File: src/rtl/pll_lock_sequencer.sv
`default_nettype none
// +--------------------------------------------------------------------------+
// | Module   : pll_lock_sequencer                                            |
// | Brief    : PLL reset sequencing, debounced lock, lock retry and dynamic  |
// |            phase-step control. Phase-step path: PLL_SEQ_PHASE_SHIFT_EN  |
// | Revision : 1.0 - initial release                                         |
// +--------------------------------------------------------------------------+
module pll_lock_sequencer #(
  parameter int RST_CYCLES   = 16,
  parameter int LOCK_STABLE  = 1024,
  parameter int LOCK_TIMEOUT = 65536,
  parameter int MAX_RETRY    = 3,
  parameter int PS_PULSE     = 4,
  parameter int PS_GAP       = 8
) (
  input  logic       sys_clk,
  input  logic       sys_rst_n,
  input  logic       pll_extlock,
  output logic       pll_reset,
  input  logic       ps_req,
  input  logic       ps_dir,
  input  logic [2:0] ps_sel,
  output logic       ps_ack,
  output logic [2:0] pll_psclksel,
  output logic       pll_psstep,
  output logic       pll_psdown,
  output logic       locked,
  output logic       user_rst_n,
  output logic [3:0] retry_cnt,
  output logic       fault
);

  localparam int c_sw   = $clog2(LOCK_STABLE + 1);
  localparam int c_tw   = $clog2(LOCK_TIMEOUT + 1);
  localparam int c_pmax = (RST_CYCLES > PS_PULSE)
                        ? ((RST_CYCLES > PS_GAP) ? RST_CYCLES : PS_GAP)
                        : ((PS_PULSE > PS_GAP) ? PS_PULSE : PS_GAP);
  localparam int c_cw   = $clog2(c_pmax + 1);

  localparam logic [c_sw-1:0] c_stable_last  = c_sw'(LOCK_STABLE - 1);
  localparam logic [c_tw-1:0] c_timeout_last = c_tw'(LOCK_TIMEOUT - 1);
  localparam logic [c_cw-1:0] c_rst_last     = c_cw'(RST_CYCLES - 1);
  localparam logic [3:0]      c_max_retry    = 4'(MAX_RETRY);

  typedef enum logic [2:0] {
    S_RST      = 3'd0,
    S_WAIT     = 3'd1,
    S_LOCKED   = 3'd2,
    S_PS_SETUP = 3'd3,
    S_PS_STEP  = 3'd4,
    S_PS_GAP   = 3'd5,
    S_FAULT    = 3'd6
  } state_t;

  state_t          r_state;
  logic [1:0]      r_sync;
  logic [c_sw-1:0] r_stable;
  logic [c_tw-1:0] r_timeout;
  logic [c_cw-1:0] r_cnt;
  logic            w_lock_s;

  assign w_lock_s = r_sync[1];

`ifdef PLL_SEQ_PHASE_SHIFT_EN
  localparam logic [c_cw-1:0] c_pulse_last = c_cw'(PS_PULSE - 1);
  localparam logic [c_cw-1:0] c_gap_last   = c_cw'(PS_GAP - 1);

  logic       r_ps_ack;
  logic       r_psstep;
  logic       r_psdown;
  logic [2:0] r_psclksel;

  assign ps_ack       = r_ps_ack;
  assign pll_psstep   = r_psstep;
  assign pll_psdown   = r_psdown;
  assign pll_psclksel = r_psclksel;
`else
  logic w_unused_ps;

  assign w_unused_ps  = ^{ps_req, ps_dir, ps_sel};
  assign ps_ack       = 1'b0;
  assign pll_psstep   = 1'b0;
  assign pll_psdown   = 1'b0;
  assign pll_psclksel = 3'd0;
`endif

  always_ff @(posedge sys_clk) begin
    if (!sys_rst_n) begin
      r_state    <= S_RST;
      r_sync     <= '0;
      r_stable   <= '0;
      r_timeout  <= '0;
      r_cnt      <= '0;
      pll_reset  <= 1'b1;
      locked     <= 1'b0;
      user_rst_n <= 1'b0;
      retry_cnt  <= 4'd0;
      fault      <= 1'b0;
`ifdef PLL_SEQ_PHASE_SHIFT_EN
      r_ps_ack   <= 1'b0;
      r_psstep   <= 1'b0;
      r_psdown   <= 1'b0;
      r_psclksel <= 3'd0;
`endif
    end else begin
      r_sync <= {r_sync[0], pll_extlock};
`ifdef PLL_SEQ_PHASE_SHIFT_EN
      r_ps_ack <= 1'b0;
`endif
      case (r_state)
        S_RST: begin
          if (r_cnt == c_rst_last) begin
            r_state   <= S_WAIT;
            pll_reset <= 1'b0;
            r_stable  <= '0;
            r_timeout <= '0;
          end else begin
            r_cnt <= r_cnt + 1'b1;
          end
        end

        // Lock qualification wins over a timeout landing in the same cycle.
        S_WAIT: begin
          r_timeout <= r_timeout + 1'b1;
          r_stable  <= w_lock_s ? (r_stable + 1'b1) : '0;
          if (w_lock_s && (r_stable == c_stable_last)) begin
            r_state    <= S_LOCKED;
            locked     <= 1'b1;
            user_rst_n <= 1'b1;
          end else if (r_timeout == c_timeout_last) begin
            pll_reset <= 1'b1;
            if (retry_cnt < c_max_retry) begin
              retry_cnt <= retry_cnt + 1'b1;
              r_state   <= S_RST;
              r_cnt     <= '0;
            end else begin
              r_state <= S_FAULT;
              fault   <= 1'b1;
            end
          end
        end

        S_LOCKED, S_PS_SETUP, S_PS_STEP, S_PS_GAP: begin
          if (!w_lock_s) begin
            // Any in-flight step is abandoned silently; retry_cnt untouched.
            r_state    <= S_RST;
            r_cnt      <= '0;
            pll_reset  <= 1'b1;
            locked     <= 1'b0;
            user_rst_n <= 1'b0;
`ifdef PLL_SEQ_PHASE_SHIFT_EN
            r_psstep   <= 1'b0;
`endif
          end else begin
`ifdef PLL_SEQ_PHASE_SHIFT_EN
            case (r_state)
              S_LOCKED: begin
                if (ps_req && !r_ps_ack) begin
                  r_psclksel <= ps_sel;
                  r_psdown   <= ps_dir;
                  r_state    <= S_PS_SETUP;
                end
              end
              S_PS_SETUP: begin
                r_state  <= S_PS_STEP;
                r_psstep <= 1'b1;
                r_cnt    <= '0;
              end
              S_PS_STEP: begin
                if (r_cnt == c_pulse_last) begin
                  r_state  <= S_PS_GAP;
                  r_psstep <= 1'b0;
                  r_cnt    <= '0;
                end else begin
                  r_cnt <= r_cnt + 1'b1;
                end
              end
              S_PS_GAP: begin
                if (r_cnt == c_gap_last) begin
                  r_state  <= S_LOCKED;
                  r_ps_ack <= 1'b1;
                end else begin
                  r_cnt <= r_cnt + 1'b1;
                end
              end
              default: r_state <= S_LOCKED;
            endcase
`endif
          end
        end

        S_FAULT: begin
          pll_reset  <= 1'b1;
          fault      <= 1'b1;
          user_rst_n <= 1'b0;
        end

        default: begin
          r_state   <= S_RST;
          r_cnt     <= '0;
          pll_reset <= 1'b1;
        end
      endcase
    end
  end

endmodule
`default_nettype wire

File: config.mk
export PLATFORM = sky130hd
export DESIGN_NAME = pll_lock_sequencer
export DESIGN_NICKNAME = d
export VERILOG_FILES = /design/src/rtl/pll_lock_sequencer.sv
export SDC_FILE = /design/constraint.sdc
export NUM_CORES = 1
export LEC_CHECK = 0
export CORE_MARGIN = 5
export CORE_UTILIZATION = 35
export CTS_BUF_LIST = sky130_fd_sc_hd__clkbuf_8
export DETAILED_ROUTE_END_ITERATION = 8
export SLEW_MARGIN = 20
export SYNTH_ARGS = -nofsm -noshare
export SYNTH_HDL_FRONTEND = slang
export SYNTH_SLANG_ARGS = --single-unit
File: constraint.sdc
create_clock -name sys_clk -period 2.9 [get_ports sys_clk]
set_clock_uncertainty 0.15 [all_clocks]
set_input_delay 0.29 -clock sys_clk [delete_from_list [all_inputs] [get_ports sys_clk]]
set_output_delay 0.29 -clock sys_clk [all_outputs]
set_load 0.01 [all_outputs]
# After elaboration in Yosys (flattened, before gate mapping)
# Cells that the tools add are included.
[word_totals]
input_bits = 8
regBits = 46
wordCells = 80
output_inout_bits = 14
[op_classes]
n_lt_le_gt_ge = 1
n_addsub = 4
bitwise = 2
n_eq_ne = 18
n_mux = 30
n_reduce_logical = 15
[op_table]
columns = ["operator", "n"]
rows = [
  ["case mux 17 bit (2 select lines)", 1],
  ["two-way mux 5 bit", 5],
  ["two-way mux 11 bit", 2],
  ["case mux 11 bit (2 select lines)", 1],
  ["case mux 5 bit (4 select lines)", 1],
  ["adder 17 x 1 -> 17 bit (second input constant)", 1],
  ["== test 17 x 16 -> 1 bit (second input constant)", 1],
  ["two-way mux 17 bit", 1],
  ["inequality test 2 bit (second input constant)", 8],
  ["AND reduction 4 bit", 4],
  ["two-way mux 3 bit", 5],
  ["case mux 3 bit (4 select lines)", 1],
  ["adder 11 x 1 -> 11 bit (second input constant)", 1],
  ["== test 11 x 10 -> 1 bit (second input constant)", 1],
  ["== test 3 bit (second input constant)", 3],
  ["two-way mux 1 bit", 9],
  ["== test 3 x 2 -> 1 bit (second input constant)", 2],
  ["case mux 1 bit (3 select lines)", 2],
  ["AND reduction 3 bit", 2],
  ["AND reduction 6 bit", 1],
  ["nonzero test 2 bit", 3],
  ["adder 5 x 1 -> 5 bit (second input constant)", 1],
  ["== test 5 x 4 -> 1 bit (second input constant)", 1],
  ["adder 4 x 1 -> 4 bit (second input constant)", 1],
  ["10 further kinds", 12],
]

# Longest topological paths before layout
[logic_depth]
ltp_word = 5
mapped_depth = 9
ltp_nobuf = 8

# Least setup slack after synthesis
# No wires, ideal clock.
[synth_path]
path_type = "reg-to-reg"
from = "register r_timeout[0]"
to = "register r_cnt[1]"
required_ns = 2.678
stages_incl_launch_ff = 10
setup_ns = 0.072
n_path_buf = 1
period_less_slack_ns = 2.282
setup_slack_ns = 0.618
arrival_time_ns = 2.061
path_cell_list = "dfxtp_1 > ha_1 > and3_1 > clkbuf_1 > and3_1 > and4_1 > ha_1 > o32ai_1 > nor3_2 > mux2i_1"
[synth_via]
elab_chain_cells = 3
[synth_lines]
columns = ["element", "line_no", "text"]
rows = [
  ["start, declared", "58", "logic [c_tw-1:0] r_timeout;"],
  ["start signal, assigned", "124", "r_timeout <= r_timeout + 1'b1;"],
  ["== test 17 x 16 -> 1 bit", "130", "end else if (r_timeout == c_timeout_last) begin"],
  ["inequality test 2 bit (no line)", "--", ""],
  ["AND reduction 6 bit (no line)", "--", ""],
  ["end signal, assigned", "118", "r_cnt <= r_cnt + 1'b1;"],
  ["end, declared", "59", "logic [c_cw-1:0] r_cnt;"],
]
# No other way between the ends.
# A chain may end at the register's enable or synchronous reset.

# Final worst setup path
# Same ends and word-level chain as after synthesis.

==> results.txt <==
----------------------------------------------------
[Detailed routing]
  Number of antenna-violating nets in the routed design ... 0
  Detailed-route vias per instance ... approximately 5.4
  Drc violations ... 0
  Detailed router's first-iteration violation count ... roughly 100
  Routed length per instance ... 13.52 um
  Number of vias in the routed layout ... 2188
  Detailed-router iteration count before antenna repair ... 4
  Wire length after detailed routing ... 5501 um

[Placement]
  Placed Instance Area ... ~2700 um2
  Post-placement cell count ... roughly 400
  Post-Place Setup Slack ... 471.7 ps
  Gpl congestion ... 0.7520
  Post-detail-place hpwl ... between 3000 and 4000 um
  Number of port buffers ... 10

[Pwr]
  Cell leakage power ... between 0.9 and 1 nW
  Total power draw ... between 1 and 1.5 mW
  Cell area power density ... 407.8 nW/um2
  Maximum ir drop on the vdd rail ... about 0.24 mV

[Clock tree]
  Clk buf depth ... 2
  CTS Hold Bufs ... 0
  TritonCTS clock tree ... built
  Clock insertion delay at the later pin of the skew report ... around 300 ps
  Post-CTS repair timing setup buffer count ... 0
  Post-cts resize count ... 0
  Clock tree root driver cell ... sky130_fd_sc_hd__clkbuf_8
  Total clock sinks ... 46
  CTS Buf Count ... 5
  Number of levels in the clock H-tree ... 2
  Clock-pin slew of the registers on the worst-case setup and hold paths ... roughly 90 ps

[Die]
  Row Count ... 31
  Std-Cell Core Area ... 7137 um2
  Die extent in x ... 95.02 um
  Die footprint ... 9029 um2
  DIE HEIGHT ... 95.02 um
  I/O pins ... 22
  Effective utilization at floorplan ... between 30 and 40%

[Global routing]
  GRT Residual Overflow ... 0
  Via count of the first global-routing pass ... 2073
  First-pass GRT wire length ... 9735 um
  Antenna violations before repair ... 0
  GR Util All Layers ... a little over an eighth
  Maximum number of pins on one net before global-route repair ... 29

[Worst setup path]
  Crit path capture type ... flip-flop
  Worst Setup Path Type ... flip-flop to flip-flop
  Type of element launching the critical path ... flip-flop
  Crit path launch ... r_timeout[0]
  Reg-to-reg critical path startpoint ... r_timeout[0]
  Req. time, crit path ... slightly below 3000 ps
  Critical-path maximum fanout ... 6
  WP data arrival ... between 2000 and 3000 ps

[Synthesis]
  Post-Syn Instances ... 303
  Number of distinct standard cells referenced by the synthesized netlist ... 55
  Share of async-settable or async-resettable flops after synthesis ... 0%
  Share of synthesized area occupied by flip-flops and latches ... roughly 36%
  Syn avg cell area ... between 8 and 9 um2
  Post-synthesis instance area ... roughly 2500 um2
  Most instantiated flip-flop cell in the synthesis netlist ... sky130_fd_sc_hd__dfxtp_1
  Number of flops mapped to enable cells by yosys ... 0
  Warnings, synthesis ... 0
  Number of flip-flops and latches in the synthesized netlist ... between 40 and 50

[Layout]
  Final std cell area, no fill ... 2821 um2
  Antenna diode count ... 0
  Area added between synthesis and finish ... 11.52%
  Layout Cells excl Fill ... around 400
  Share of post-route cells with drive strength above 1 ... a little under a tenth
  Post-layout nets ... roughly 320

[STA]
  Transition time at the pin with the least slew margin ... 569.0 ps
  FMAX ... a little over 400 MHz
  Share of the clock period used by the worst path after layout ... between 80% and 90%
  Final setup fails ... 0
  Max Transition Viols Final ... 0
  Setup repair after global routing missed its margin ... false
  Final worst path period need ... around 2400 ps
  Final hold viol count ... 0
  Relative slew margins ... 61.75%
  Final critical-path setup slack ... 475.3 ps
  Setup tns final ... 0 ps

[Flow run]
  Max-capacitance violation count ... 0

[Min path]
  Worst hold path type ... flip-flop to flip-flop
  Hold Crit Start ... r_sync[0]

[Outcome]
  Status ... complete, no violations

----------------------------------------------------
-- kinds of logic (layout without fill, tap and decap cells) --
group | Yosys count | after routing | share of synthesized area, %
and+or+nand+nor | 133 | 133 | 30.66
AOI/OAI and AO/OA | 75 | 75 | 19.93
DFF | 46 | 46 | 36.40
buffers and inverters | 32 | 32 | 5.836
muxes | 9 | 9 | 3.561
adders and majority gates | 7 | 7 | 3.462
other | 1 | 6 | 0.1482
-- state kept, by name (all words and copies together), names as in the netlist, 2 cells and up --
| register | cells |
|---|---|
| r_stable | 11 |
| r_sync | 2 |
| retry_cnt | 4 |
| r_cnt | 5 |
| r_timeout | 17 |
| r_state | 3 |
-- worst paths after layout --
kind	to	slack [ps]	cells past startpoint
setup / recovery	r_cnt[1]	480	8
hold / removal	r_sync[1]	290	1
setup reg to reg	r_cnt[1]	480	8
hold reg to reg	r_sync[1]	290	1
-- per-layer routing --
layer	GRT usage (%)	wire, um	up-vias
li1	-	-	1123
met4	4.327	77	0
met1	18.00	2766	1034
met2	21.90	2515	24
met5	0	0	-
met3	2.368	143	7
-- worst max-delay path, cell delays in order (launching register included) --
cell                      delay (ps)
sky130_fd_sc_hd__dfxtp_1         410
sky130_fd_sc_hd__ha_1            210
sky130_fd_sc_hd__and3_1          180
sky130_fd_sc_hd__and3_1          190
sky130_fd_sc_hd__and4_1          220
sky130_fd_sc_hd__ha_1            260
sky130_fd_sc_hd__o32ai_1         130
sky130_fd_sc_hd__nor3_2          370
sky130_fd_sc_hd__mux2i_1         230
-- stage by stage --
step	utilization [%]	hold slack [ps]
after global placement	38.01	271.6
final	39.53	287.5
after detailed placement	38.01	272.9
after floorplan	-	261.9
after global routing	39.53	320.7
after CTS	39.53	293.4
-- synth_stat cells, types with 2 or more instances --
master / instances / area (um2)
sky130_fd_sc_hd__nand2_1: 26 / 97.59
sky130_fd_sc_hd__a41oi_1: 3 / 26.28
sky130_fd_sc_hd__a21boi_0: 2 / 15.01
sky130_fd_sc_hd__or2_2: 3 / 18.77
sky130_fd_sc_hd__o21a_1: 4 / 30.03
sky130_fd_sc_hd__nor2_1: 19 / 71.32
sky130_fd_sc_hd__buf_2: 4 / 20.02
sky130_fd_sc_hd__nor3_1: 7 / 35.03
sky130_fd_sc_hd__nor3b_1: 2 / 15.01
sky130_fd_sc_hd__nand4_1: 2 / 12.51
sky130_fd_sc_hd__or3_1: 5 / 31.28
sky130_fd_sc_hd__ha_1: 7 / 87.58
sky130_fd_sc_hd__o31ai_1: 2 / 15.01
sky130_fd_sc_hd__and4_1: 5 / 43.79
sky130_fd_sc_hd__nand3_1: 21 / 105.1
sky130_fd_sc_hd__nand4b_1: 6 / 52.55
sky130_fd_sc_hd__a22oi_1: 2 / 15.01
sky130_fd_sc_hd__inv_1: 6 / 22.52
sky130_fd_sc_hd__o311ai_0: 2 / 17.52
sky130_fd_sc_hd__a311oi_1: 3 / 26.28
sky130_fd_sc_hd__a221oi_1: 2 / 17.52
sky130_fd_sc_hd__and2_1: 7 / 43.79
sky130_fd_sc_hd__mux2i_1: 9 / 90.09
sky130_fd_sc_hd__o211ai_1: 4 / 30.03
sky130_fd_sc_hd__a31oi_1: 5 / 31.28
sky130_fd_sc_hd__a21oi_1: 22 / 110.1
sky130_fd_sc_hd__buf_4: 6 / 45.04
sky130_fd_sc_hd__or4_1: 4 / 30.03
sky130_fd_sc_hd__a211oi_1: 2 / 15.01
sky130_fd_sc_hd__dfxtp_1: 46 / 920.9
sky130_fd_sc_hd__and3_1: 7 / 43.79
sky130_fd_sc_hd__clkbuf_1: 16 / 60.06
sky130_fd_sc_hd__nand2b_1: 5 / 31.28
sky130_fd_sc_hd__o21ai_0: 15 / 75.07
sky130_fd_sc_hd__nand3b_1: 2 / 15.01
-- cell usage in the layout, fill, tap and decap left out, types with 3 or more instances in the layout --
master                            netlist  layout
sky130_fd_sc_hd__and2_1                 7       7
sky130_fd_sc_hd__ha_1                   7       7
sky130_fd_sc_hd__nand3_1               21      21
sky130_fd_sc_hd__a21oi_1               22      22
sky130_fd_sc_hd__and3_1                 7       7
sky130_fd_sc_hd__nand4b_1               6       6
sky130_fd_sc_hd__nand2b_1               5       5
sky130_fd_sc_hd__o211ai_1               4       4
sky130_fd_sc_hd__conb_1                 1       6
sky130_fd_sc_hd__or3_1                  5       5
sky130_fd_sc_hd__buf_4                  6       8
sky130_fd_sc_hd__mux2i_1                9       9
sky130_fd_sc_hd__and4_1                 5       5
sky130_fd_sc_hd__dfxtp_1               46      46
sky130_fd_sc_hd__a31oi_1                5       5
sky130_fd_sc_hd__nand2_1               26      26
sky130_fd_sc_hd__o21a_1                 4       4
sky130_fd_sc_hd__a41oi_1                3       3
sky130_fd_sc_hd__or2_2                  3       3
sky130_fd_sc_hd__clkbuf_8               0       5
sky130_fd_sc_hd__or4_1                  4       4
sky130_fd_sc_hd__clkdlybuf4s50_1        0      10
sky130_fd_sc_hd__a311oi_1               3       3
sky130_fd_sc_hd__o21ai_0               15      15
sky130_fd_sc_hd__inv_1                  6       6
sky130_fd_sc_hd__nor3_1                 7       7
sky130_fd_sc_hd__nor2_1                19      19
-- power by group --
part           total (mW)  internal (mW)  switching, mW
registers           0.641          0.636        0.00551
clock network       0.474          0.254          0.220
logic              0.0353         0.0128         0.0225
total                1.15          0.903          0.248
-- area by class of cell --
type	instances	area (um2)
multi-input cells	230	1485
flip-flops and latches	46	920.9
clock inverters	3	40.04
clock buffers	5	68.82
well taps	99	123.9
inverters	6	22.52
fillers	742	4315
repair buffers	18	160.2
No activity file was read; power rests on OpenSTA's default activity.
